File: config.mk
export PLATFORM = sky130hd
export DESIGN_NAME = seg_scan_controller
export DESIGN_NICKNAME = d
export VERILOG_FILES = /design/src/rtl/seg_scan_controller.sv
export SDC_FILE = /design/constraint.sdc
export NUM_CORES = 1
export LEC_CHECK = 0
export CAP_MARGIN = 10
export CORE_UTILIZATION = 25
export DETAILED_ROUTE_END_ITERATION = 10
export GPL_TIMING_DRIVEN = 0
export PLACE_DENSITY = 0.51
export SLEW_MARGIN = 20
export SYNTH_ARGS = -nofsm -noshare
export SYNTH_HDL_FRONTEND = slang
export SYNTH_SLANG_ARGS = --single-unit
File: constraint.sdc
create_clock -name clk -period 2.3 [get_ports clk]
set_input_delay 0.46 -clock clk [delete_from_list [all_inputs] [get_ports clk]]
set_output_delay 0.46 -clock clk [all_outputs]
set_load 0.1 [all_outputs]
File: src/rtl/seg_scan_controller.sv
`default_nettype none
// ============================================================================
//  Module      : seg_scan_controller
//  Description : Refresh/scan stage for a 4-digit seven-segment display.
//                Latches a 16-bit value, time-multiplexes active-low anodes
//                with blanking dead-time, and commits new values only at
//                frame boundaries so the display never tears.
//  Revision    : 1.0  initial release
// ============================================================================
module seg_scan_controller #(
  parameter int ON_CYCLES   = 50000,
  parameter int DEAD_CYCLES = 1000,
  parameter int CNT_W       = 16
) (
  input  logic        clk,
  input  logic        reset,
  input  logic        en,
  input  logic        load,
  input  logic [15:0] value,
  output logic        an0,
  output logic        an1,
  output logic        an2,
  output logic        an3,
  output logic [7:0]  char_hi,
  output logic [7:0]  char_lo,
  output logic        frame_tick
);

  localparam logic [CNT_W-1:0] ON_LAST   = CNT_W'(ON_CYCLES - 1);
  localparam logic [CNT_W-1:0] DEAD_LAST = CNT_W'(DEAD_CYCLES - 1);
  localparam logic [CNT_W-1:0] CNT_ONE   = CNT_W'(1);
  localparam logic [3:0]       AN_OFF    = 4'hF;

  typedef enum logic [0:0] {
    BLANK = 1'b0,
    DIGIT = 1'b1
  } state_t;

  state_t             state;
  logic [CNT_W-1:0]   cnt;
  logic [1:0]         idx;
  logic [3:0]         an_q;
  logic [15:0]        pending;
  logic               pend_vld;
  logic               commit;

  // Active-low one-hot anode pattern for a given digit index.
  function automatic logic [3:0] digit_mask(input logic [1:0] d);
    logic [3:0] one;
    one = 4'b0001;
    return ~(one << d);
  endfunction

  // The frame boundary: last ON cycle of digit 3 while scanning.
  assign commit = en && (state == DIGIT) && (cnt == ON_LAST) && (idx == 2'd3);

  assign an0 = an_q[0];
  assign an1 = an_q[1];
  assign an2 = an_q[2];
  assign an3 = an_q[3];

  // Scan FSM, pending/commit path and registered outputs. The anode register
  // is loaded from the next-state values so the pattern tracks the state.
  always_ff @(posedge clk or posedge reset) begin
    if (reset) begin
      state      <= BLANK;
      cnt        <= '0;
      idx        <= 2'd0;
      an_q       <= AN_OFF;
      char_hi    <= 8'h00;
      char_lo    <= 8'h00;
      frame_tick <= 1'b0;
      pending    <= 16'h0000;
      pend_vld   <= 1'b0;
    end else begin
      frame_tick <= 1'b0;

      // A load coinciding with the commit bypasses the pending register.
      if (load && !commit) begin
        pending  <= value;
        pend_vld <= 1'b1;
      end

      if (!en) begin
        state <= BLANK;
        cnt   <= '0;
        idx   <= 2'd0;
        an_q  <= AN_OFF;
      end else begin
        case (state)
          BLANK: begin
            if (cnt == DEAD_LAST) begin
              state <= DIGIT;
              cnt   <= '0;
              an_q  <= digit_mask(idx);
            end else begin
              cnt   <= cnt + CNT_ONE;
              an_q  <= AN_OFF;
            end
          end
          DIGIT: begin
            if (cnt == ON_LAST) begin
              state <= BLANK;
              cnt   <= '0;
              idx   <= idx + 2'd1;
              an_q  <= AN_OFF;
              if (commit) begin
                frame_tick <= 1'b1;
                pend_vld   <= 1'b0;
                if (load) begin
                  char_hi <= value[15:8];
                  char_lo <= value[7:0];
                end else if (pend_vld) begin
                  char_hi <= pending[15:8];
                  char_lo <= pending[7:0];
                end
              end
            end else begin
              cnt   <= cnt + CNT_ONE;
              an_q  <= digit_mask(idx);
            end
          end
          default: begin
            state <= BLANK;
            cnt   <= '0;
            an_q  <= AN_OFF;
          end
        endcase
      end
    end
  end

endmodule
`default_nettype wire

# Yosys cells after proc, flatten, opt, wreduce, memory -nomap -nowiden
# Index checks and enable logic that the tools add are counted.
[word_totals]
output_inout_bits = 21
mem_bits_ro = 0
word_cells = 55
latchBits = 0
input_bits = 20
n_memories = 0
ram_bits = 0
register_bits = 57
[op_classes]
bitwise = 2
n_eq_ne = 5
magnitude_cmp = 0
n_shift = 1
div = 0
n_mux = 28
n_addsub = 2
multipliers = 0
reduce_logical = 8
[ops]
columns = ["cell", "n"]
rows = [
  ["$mux W16", 3],
  ["$mux W8", 4],
  ["$pmux W16 S2", 1],
  ["$add A16 B1 Y16 const B", 1],
  ["$eq A16 B10 Y1 const B", 1],
  ["$eq A16 B16 Y1 const B", 1],
  ["$mux W1", 12],
  ["$mux W4", 3],
  ["$pmux W4 S2", 1],
  ["$mux W2", 3],
  ["$reduce_and A5 Y1", 1],
  ["$logic_and A1 B1 Y1", 4],
  ["$ne A2 B1 Y1 const B", 2],
  ["$not A4 Y4", 1],
  ["$shl A1 B2 Y4 const A", 1],
  ["$add A2 B1 Y2 const B", 1],
  ["$eq A2 B2 Y1 const B", 1],
  ["$pmux W1 S2", 1],
  ["$reduce_and A2 Y1", 1],
  ["$reduce_bool A2 Y1", 1],
  ["$logic_not A1 Y1", 1],
  ["$not A1 Y1", 1],
]

# Longest topological paths before layout
[logic_depth]
ltp_word = 10
ltp_mapped = 8
depth_no_buf = 6

# Worst setup path after synthesis
# OpenSTA, ideal clock, no wires.
[synth_timing]
path_kind = "register -> register"
from = "register cnt[0]"
to = "register pending[0]"
required_ns = 2.175
period_less_slack_ns = 1.964
arrival_time_ns = 1.839
setup_time_ns = 0.125
setup_slack_ns = 0.336
stages_incl_launch_ff = 8
path_buffers = 1
path_cell_list = "dfrtp_1 -> ha_1 -> nand2_1 -> nor4bb_1 -> nand4_1 -> nand2_1 -> buf_4 -> mux2_2"
[synth_between]
elab_chain_cells = 5
[synth_lines]
columns = ["element", "line_no", "text"]
rows = [
  ["start, declared", "40", "logic [CNT_W-1:0] cnt;"],
  ["start signal, assigned", "97", "cnt <= cnt + CNT_ONE;"],
  ["start signal, assigned", "119", "cnt <= cnt + CNT_ONE;"],
  ["$eq A16 B16 Y1", "55", "assign commit = en && (state == DIGIT) && (cnt == ON_LAST) && (idx == 2'd3);"],
  ["$logic_and A1 B1 Y1 (2 in a row)", "55", ""],
  ["$logic_not A1 Y1", "79", "if (load && !commit) begin"],
  ["$logic_and A1 B1 Y1", "79", ""],
  ["end signal, assigned", "80", "pending <= value;"],
  ["end, declared", "43", "logic [15:0] pending;"],
]
# Every way passes these cells.
# A chain may end at the register's enable or synchronous reset.

# Worst setup path after layout
[layout_timing]
from = "register char_hi[4]"
to = "output char_hi[4]"
[layout_lines]
columns = ["element", "line_no", "text"]
rows = [
  ["start, declared", "24", "output logic [7:0] char_hi,"],
  ["start signal, assigned", "111", "char_hi <= value[15:8];"],
  ["start signal, assigned", "114", "char_hi <= pending[15:8];"],
]
# No word-level cell between the ends.

==> metrics.cfg <==
[worst_setup_path]
slowest_delay_ns = 1.13
worst_ep_arrival_time_ns = 1.81
crit_family = buffers and inverters
path_cells = clkdlybuf4s50_1
start_kind = flip-flop
critPathRequiredTime_ns = 1.84
worstSetupPathType = reg -> out
path_buf_inv = 1
cp-end-kind = output port
critPathMaxFanout = 2
slowest_stage = clkdlybuf4s50_1
reg2reg_slack_ns = 0.17

[floorplanning]
io_pins = 41
core_area_sq_um = 10200
die_w_microns = 104
rows = 37
start_util_pct = 25.7
dieArea_sq_um = 10900
die_y_microns = 104

[routing]
ant_nets = 0
drc = 0
wl_per_cell_microns = 13.8
drt-total-wl_mm = 5.99
drt_iter0_drc = 77
vias = 1934
via_per_inst = 4.47
drtPass1Iterations = 4

[grt]
antenna_found_initial = 0
gr-total-overflow = 0
grt_max_degree = 49
grt_pass1_vias = 1931
grtUsageTotal_pct = 11.8
grt_pass1_wl_mm = 9.87

[clocking]
cts_made_buffers = 9
cts_max_level = 3
cts.sinks = 57
clk_latency_ns = 0.34
cts_tree = yes
root_buffer = clkbuf_8
cts_buffer_depth = 2
cts_setup_buffers = 0
path_clk_slew_ns = 0.07

[placement]
gp_congestion = 0.774
io_buffers = 39
placedCellCount = 417
hpwl_mm = 4.09

[pwr]
p_total_uw = 2090
p_per_area_nw_per_um2 = 611
ir_worst_vdd_uv = 186
cellLeakagePower_uw = 0.00155

[timing]
max_freq_mhz = 441
slew_violations = 0
grt_setup_unrepaired = false
fin_tns_setup_ns = 0
finalHoldViolations = 0
tightest_slew_ns = 0.991
min_period_over_period_pct = 98.6
fin_crit_ns = 2.27
skew_ns = 0.00890
slew_headroom_pct = 34.2
setup_viol = 0

[synth]
syn_nets = 266
ys.flop_type = dfrtp_1
synthArstFlopShare_pct = 100
syn_area_per_cell_sq_um = 10.9
yosys_warnings = 0
yosysTopAreaCellShare_pct = 50.5
yosysTopAreaCell = dfrtp_1
yosysSeqAreaShare_pct = 54.5
synth-edff-count = 0
synthCells = 241
synth_area_leaders = dfrtp_1 (51%), mux2_2 (6.9%), o21ai_0 (4.6%), dfstp_2 (4.0%), nor2_1 (3.4%)
synth-seq-cells = 57
synth_cell_types = 37
synth_area_sq_um = 2630

[run_status]
status = complete, no violations

[final_layout]
layout-drive-gt1-share_pct = 17.2
syn2layout_area_growth_pct = 30.5
post-route-util_pct = 33.5
diodes = 0
multi_input_area_sq_um = 1140
register_area_sq_um = 1430
nFillCells = 1038
fin_cells = 433
fin_nets = 317

[flow_run]
max_cap_violations = 0

[min_path]
hp-class = in -> async

## power breakdown
| group | switching (uW) | internal, uW |
|---|---|---|
| combinational | 72.4 | 83.5 |
| clock | 410 | 477 |
| sequential | 15.7 | 1040 |
| total | 498 | 1600 |
## what timing repair did
| item | 4_1_cts | 5_1_grt |
|---|---|---|
| endpoints found under the setup margin | 31 | 25 |
| gates resized for setup | 18 | 12 |
| hold buffers | 0 | 0 |
## per-stage QoR
step	setup slack (ns)	hold slack [ns]	instance area, sq um
after floorplan	0.336	0.430	2630
after detailed placement	-0.0966	0.460	3220
after global routing	0.000124	0.371	3430
after global placement	-0.744	0.449	3190
after CTS	0.00244	0.361	3400
final	0.0314	0.371	3430
## cells in the final DEF, fill, tap and decap left out, drive strengths merged, types with 3 or more instances in the layout
| master | n |
|---|---|
| dfrtp | 53 |
| nor2 | 24 |
| o21ai | 24 |
| clkdlybuf4s50 | 20 |
| clkbuf | 19 |
| nand2 | 17 |
| mux2 | 16 |
| dlygate4sd2 | 15 |
| nand3 | 12 |
| and3b | 10 |
| a21oi | 10 |
| xor2 | 8 |
| xnor2 | 7 |
| buf | 7 |
| inv | 5 |
| ha | 5 |
| nor3 | 4 |
| dfstp | 4 |
| dlymetal6s2s | 4 |
| nand4 | 3 |
| a22oi | 3 |
| and3 | 3 |
| clkinv | 3 |
## state kept, by name (all words and copies together), names as in the netlist
register / flops
frame_tick: 1
char_lo: 8
state: 1
idx: 2
an_q: 4
char_hi: 8
pending: 16
pend_vld: 1
cnt: 16
## per-layer routing
| metal | wire (microns) | track usage, % | part of all wire [%] | up-vias |
|---|---|---|---|---|
| met3 | 325 | 4.01 | 5.4 | 10 |
| met5 | 0 | 0 | 0 | - |
| met2 | 2660 | 17.2 | 44 | 36 |
| li1 | - | - | - | 949 |
| met4 | 119 | 6.12 | 2.0 | 0 |
| met1 | 2890 | 15.4 | 48 | 939 |
## cell type report
type,count,area share (%)
Clock inverter,4,0.766
Timing Repair Buffer,40,11.9
Tap cell,136,4.96
Multi-Input combinational cell,166,33.1
Inverter,5,0.620
Buffer,13,2.01
Sequential cell,57,41.8
Clock buffer,12,4.82
## cell families (layout without fill, tap and decap cells)
logic type	Yosys count	count (layout)	synth area share (%)
buffers and inverters	18	74	3.19
XOR/XNOR	15	15	5.00
flip-flops	57	57	54.5
adder cells (fa/ha/maj)	5	5	2.38
AND/OR/NAND/NOR	85	85	17.9
multiplexers	16	16	6.86
AO/OA/AOI/OAI	45	45	10.2
## Yosys cell counts (2+ instances only)
library cell / instances
buf_4: 2
nand2b_1: 2
mux2_2: 16
nand2_1: 17
inv_1: 5
and3_1: 3
clkbuf_1: 8
a21oi_1: 10
a22oi_1: 3
a211o_1: 2
a32oi_1: 2
and3b_1: 10
nand4_1: 3
xnor2_1: 7
nor3_1: 4
and4_1: 2
o21ai_0: 24
nand3_1: 12
dfstp_2: 4
xor2_1: 8
a32o_1: 2
dfrtp_1: 53
ha_1: 5
nor2_1: 24
## path summary, 6_finish.rpt
path | from | endpoint | depth (start not counted)
setup / recovery | char_hi[4] | char_hi[4] | 1
hold / removal | reset | char_lo[5] | 2
setup reg to reg | cnt[4] | cnt[13] | 6
hold reg to reg | cnt[0] | cnt[0] | 1
max in group asynchronous | reset | an_q[1] | 3
min in group clk | cnt[0] | cnt[0] | 1
Note: power is estimated with default switching activity, not from simulation.
==> edit, RTL diff (config.mk and constraints unchanged) <==
Set the parameter `CNT_W` to 18 (it was 16).
--- a/src/rtl/seg_scan_controller.sv
+++ b/src/rtl/seg_scan_controller.sv
@@ -12,3 +12,3 @@
   parameter int DEAD_CYCLES = 1000,
-  parameter int CNT_W       = 16
+  parameter int CNT_W       = 18
 ) (
Check against the original RTL: same outputs for any inputs over 10 cycles, from zero or initial values and one cycle with reset high; that may be too few to reach the edited logic, so the function may still have changed.
==> edit against the unedited design <==
  * Sequential cell count increased by 2
  * Via count up 18%
  * Synthesized area is 11% higher
  * Worst setup slack gained 0.0047 ns
  * Critical path depth rose by 4
  * Total power rose by 22%
  * Sequential share of layout area down 4.2 points
  * Design area increased by 16%
  * Routed wire length rose by 21%
==> edit: results (changes against the unedited design) <==
[placed_design]
post-place-ws_ns = -0.321  ; -0.225 ns
dpl.cell_count = 445  ; +6.7%
gp_routability_congestion = 0.741  ; -4.2%
port-buffer-count = 39  ; unchanged
place.detailed.hpwl_mm = 4.65  ; +14%

[min_path]
worst_min_path_class = in -> async

[synth]
synth.top_cells.by_count = 55 x sky130_fd_sc_hd__dfrtp_1, 18 x sky130_fd_sc_hd__nor3_1, 14 x sky130_fd_sc_hd__inv_1
post-synth-top-area-cell = sky130_fd_sc_hd__dfrtp_1
syn-mean-instance-area_um2 = 11.2  ; +2.5%
netlist-cell-type-count = 41  ; +11%
share_of_the_yosys_chip_area_belonging_to_registers_pct = 50.6  ; -3.9 points
mappedNetlistNets = 287  ; +7.9%
synthTopCellsByArea = sky130_fd_sc_hd__dfrtp_1 47%, sky130_fd_sc_hd__mux2_4 5.1%, sky130_fd_sc_hd__dfstp_2 3.6%

[clock_tree]
cts.htree.levels = 3  ; unchanged
clockRootBuffer = sky130_fd_sc_hd__clkbuf_16
clkTransAtPathRegs_ns = 0.05  ; -0.02 ns

[global_routing]
globalRouteTotalUtil_pct = 12.9  ; +1.1 points
first_global_vias = 2186  ; +13%
grt_first_pass_wirelength_mm = 11.6  ; +18%
grt_start_max_net_pins = 40  ; -18%

[setup_path]
worst-endpoint-arrival_ns = 2.45  ; +0.64 ns
critical-path-top-delay-family = simple AND/OR/NAND/NOR gates
cpMaxStageDelayCell = sky130_fd_sc_hd__or4b_4
timing.critical_path.fanout_max = 7  ; +5
timing.critical_path.slowest_cell_delay_ns = 0.56  ; -0.57 ns

[finish]
nets = 345  ; +8.8%
largestRegisters = cnt: 18 flops, pending: 16 flops
layout-drive-gt1-share_pct = 18.8  ; +1.7 points

[routing]
avgRoutedWirePerCell_um = 15.6  ; +12%
route.vias.total = 2273  ; +18%
via_per_inst = 4.87  ; +9.0%
detail_route.iter0.violations = 136  ; +77%

[run_status]
run_status = complete, no violations

[sta]
remaining_max_slew_budget_at_the_tightest_pin_pct = 35.3  ; +1.1 points
clock_skew_ns = 0.00605  ; -0.00285 ns
timing.setup.tns_ns = 0  ; unchanged

[pwr]
ir_drop_mv = 0.599  ; +220%
p_leak_uw = 0.00176  ; +13%

-- edit: per-stage QoR --
step | util (%) | instance area (um2)
after floorplan | - | 2930
after global placement | 30.6 | 3500
after detailed placement | 30.8 | 3520
after CTS | 34.2 | 3910
after global routing | 34.7 | 3960
final | 34.7 | 3960
-- edit: worst paths after layout --
| kind | end | start | depth (start not counted) | slack [ns] |
|---|---|---|---|---|
| max | char_lo[4]$_DFFE_PP0P_ | cnt[4]$_DFF_PP0_ | 5 | 0.04 |
| min | cnt[11]$_DFF_PP0_ | reset | 2 | 0.43 |
| max reg2reg | char_lo[4]$_DFFE_PP0P_ | cnt[4]$_DFF_PP0_ | 5 | 0.04 |
| min reg2reg | char_hi[5]$_DFFE_PP0P_ | char_hi[5]$_DFFE_PP0P_ | 1 | 0.48 |
| max in group asynchronous | idx[0]$_DFFE_PP0P_ | reset | 3 | 1.37 |
| min in group clk | an_q[1]$_DFF_PP1_ | en | 2 | 0.45 |
-- edit: metal layers --
layer | vias to the layer above | share of wire (%) | routed length, um | GRT usage (%)
met5 | - | 0 | 0 | 0
li1 | 1094 | - | - | -
met3 | 9 | 4.4 | 323 | 4.88
met2 | 52 | 44 | 3220 | 17.9
met4 | 0 | 1.2 | 89 | 3.67
met1 | 1118 | 50 | 3630 | 18.4
-- edit: worst register-to-register path, cell delays in order (launching register included) --
cell	delay, ns
sky130_fd_sc_hd__dfrtp_1	0.37
sky130_fd_sc_hd__or4b_4	0.56
sky130_fd_sc_hd__or3_4	0.42
sky130_fd_sc_hd__buf_4	0.16
sky130_fd_sc_hd__nor3_2	0.41
sky130_fd_sc_hd__a221oi_1	0.19
-- edit: report_power, final --
part	switching, uW	internal [uW]	leakage, uW
clock	457	806	0.000141
combinational	81.7	109	0.000855
sequential	19.8	1070	0.000762
total	559	1990	0.00176
-- edit: cell type report --
type / count / area (um2)
fillers: 1164 / 7460
flip-flops and latches: 59 / 1490
multi-input cells: 172 / 1350
repair buffers: 49 / 532
clock buffers: 13 / 270
well taps: 143 / 179
plain buffers: 15 / 75.1
inverters: 14 / 55.1
clock inverters: 2 / 10.0
-- edit: kinds of logic (layout without fill, tap and decap cells) --
family                     Yosys count  after routing  share of synthesized area [%]
adders and majority gates            5              5                           2.14
and+or+nand+nor                     81             81                           16.7
xor gates and xnor gates            12             12                           3.59
muxes                               16             16                           7.44
buffers and inverters               31             93                           4.87
AOI/OAI and AO/OA                   58             58                           14.7
DFF                                 59             59                           50.6
-- edit: what timing repair did --
action,4_1_cts,5_1_grt
pin swaps,3,2
hold buffers,0,0
cloned,1,0
buffers inserted,7,1
endpoints found under the setup margin,59,46
hold endpoints to repair,0,0
resized for setup,19,15
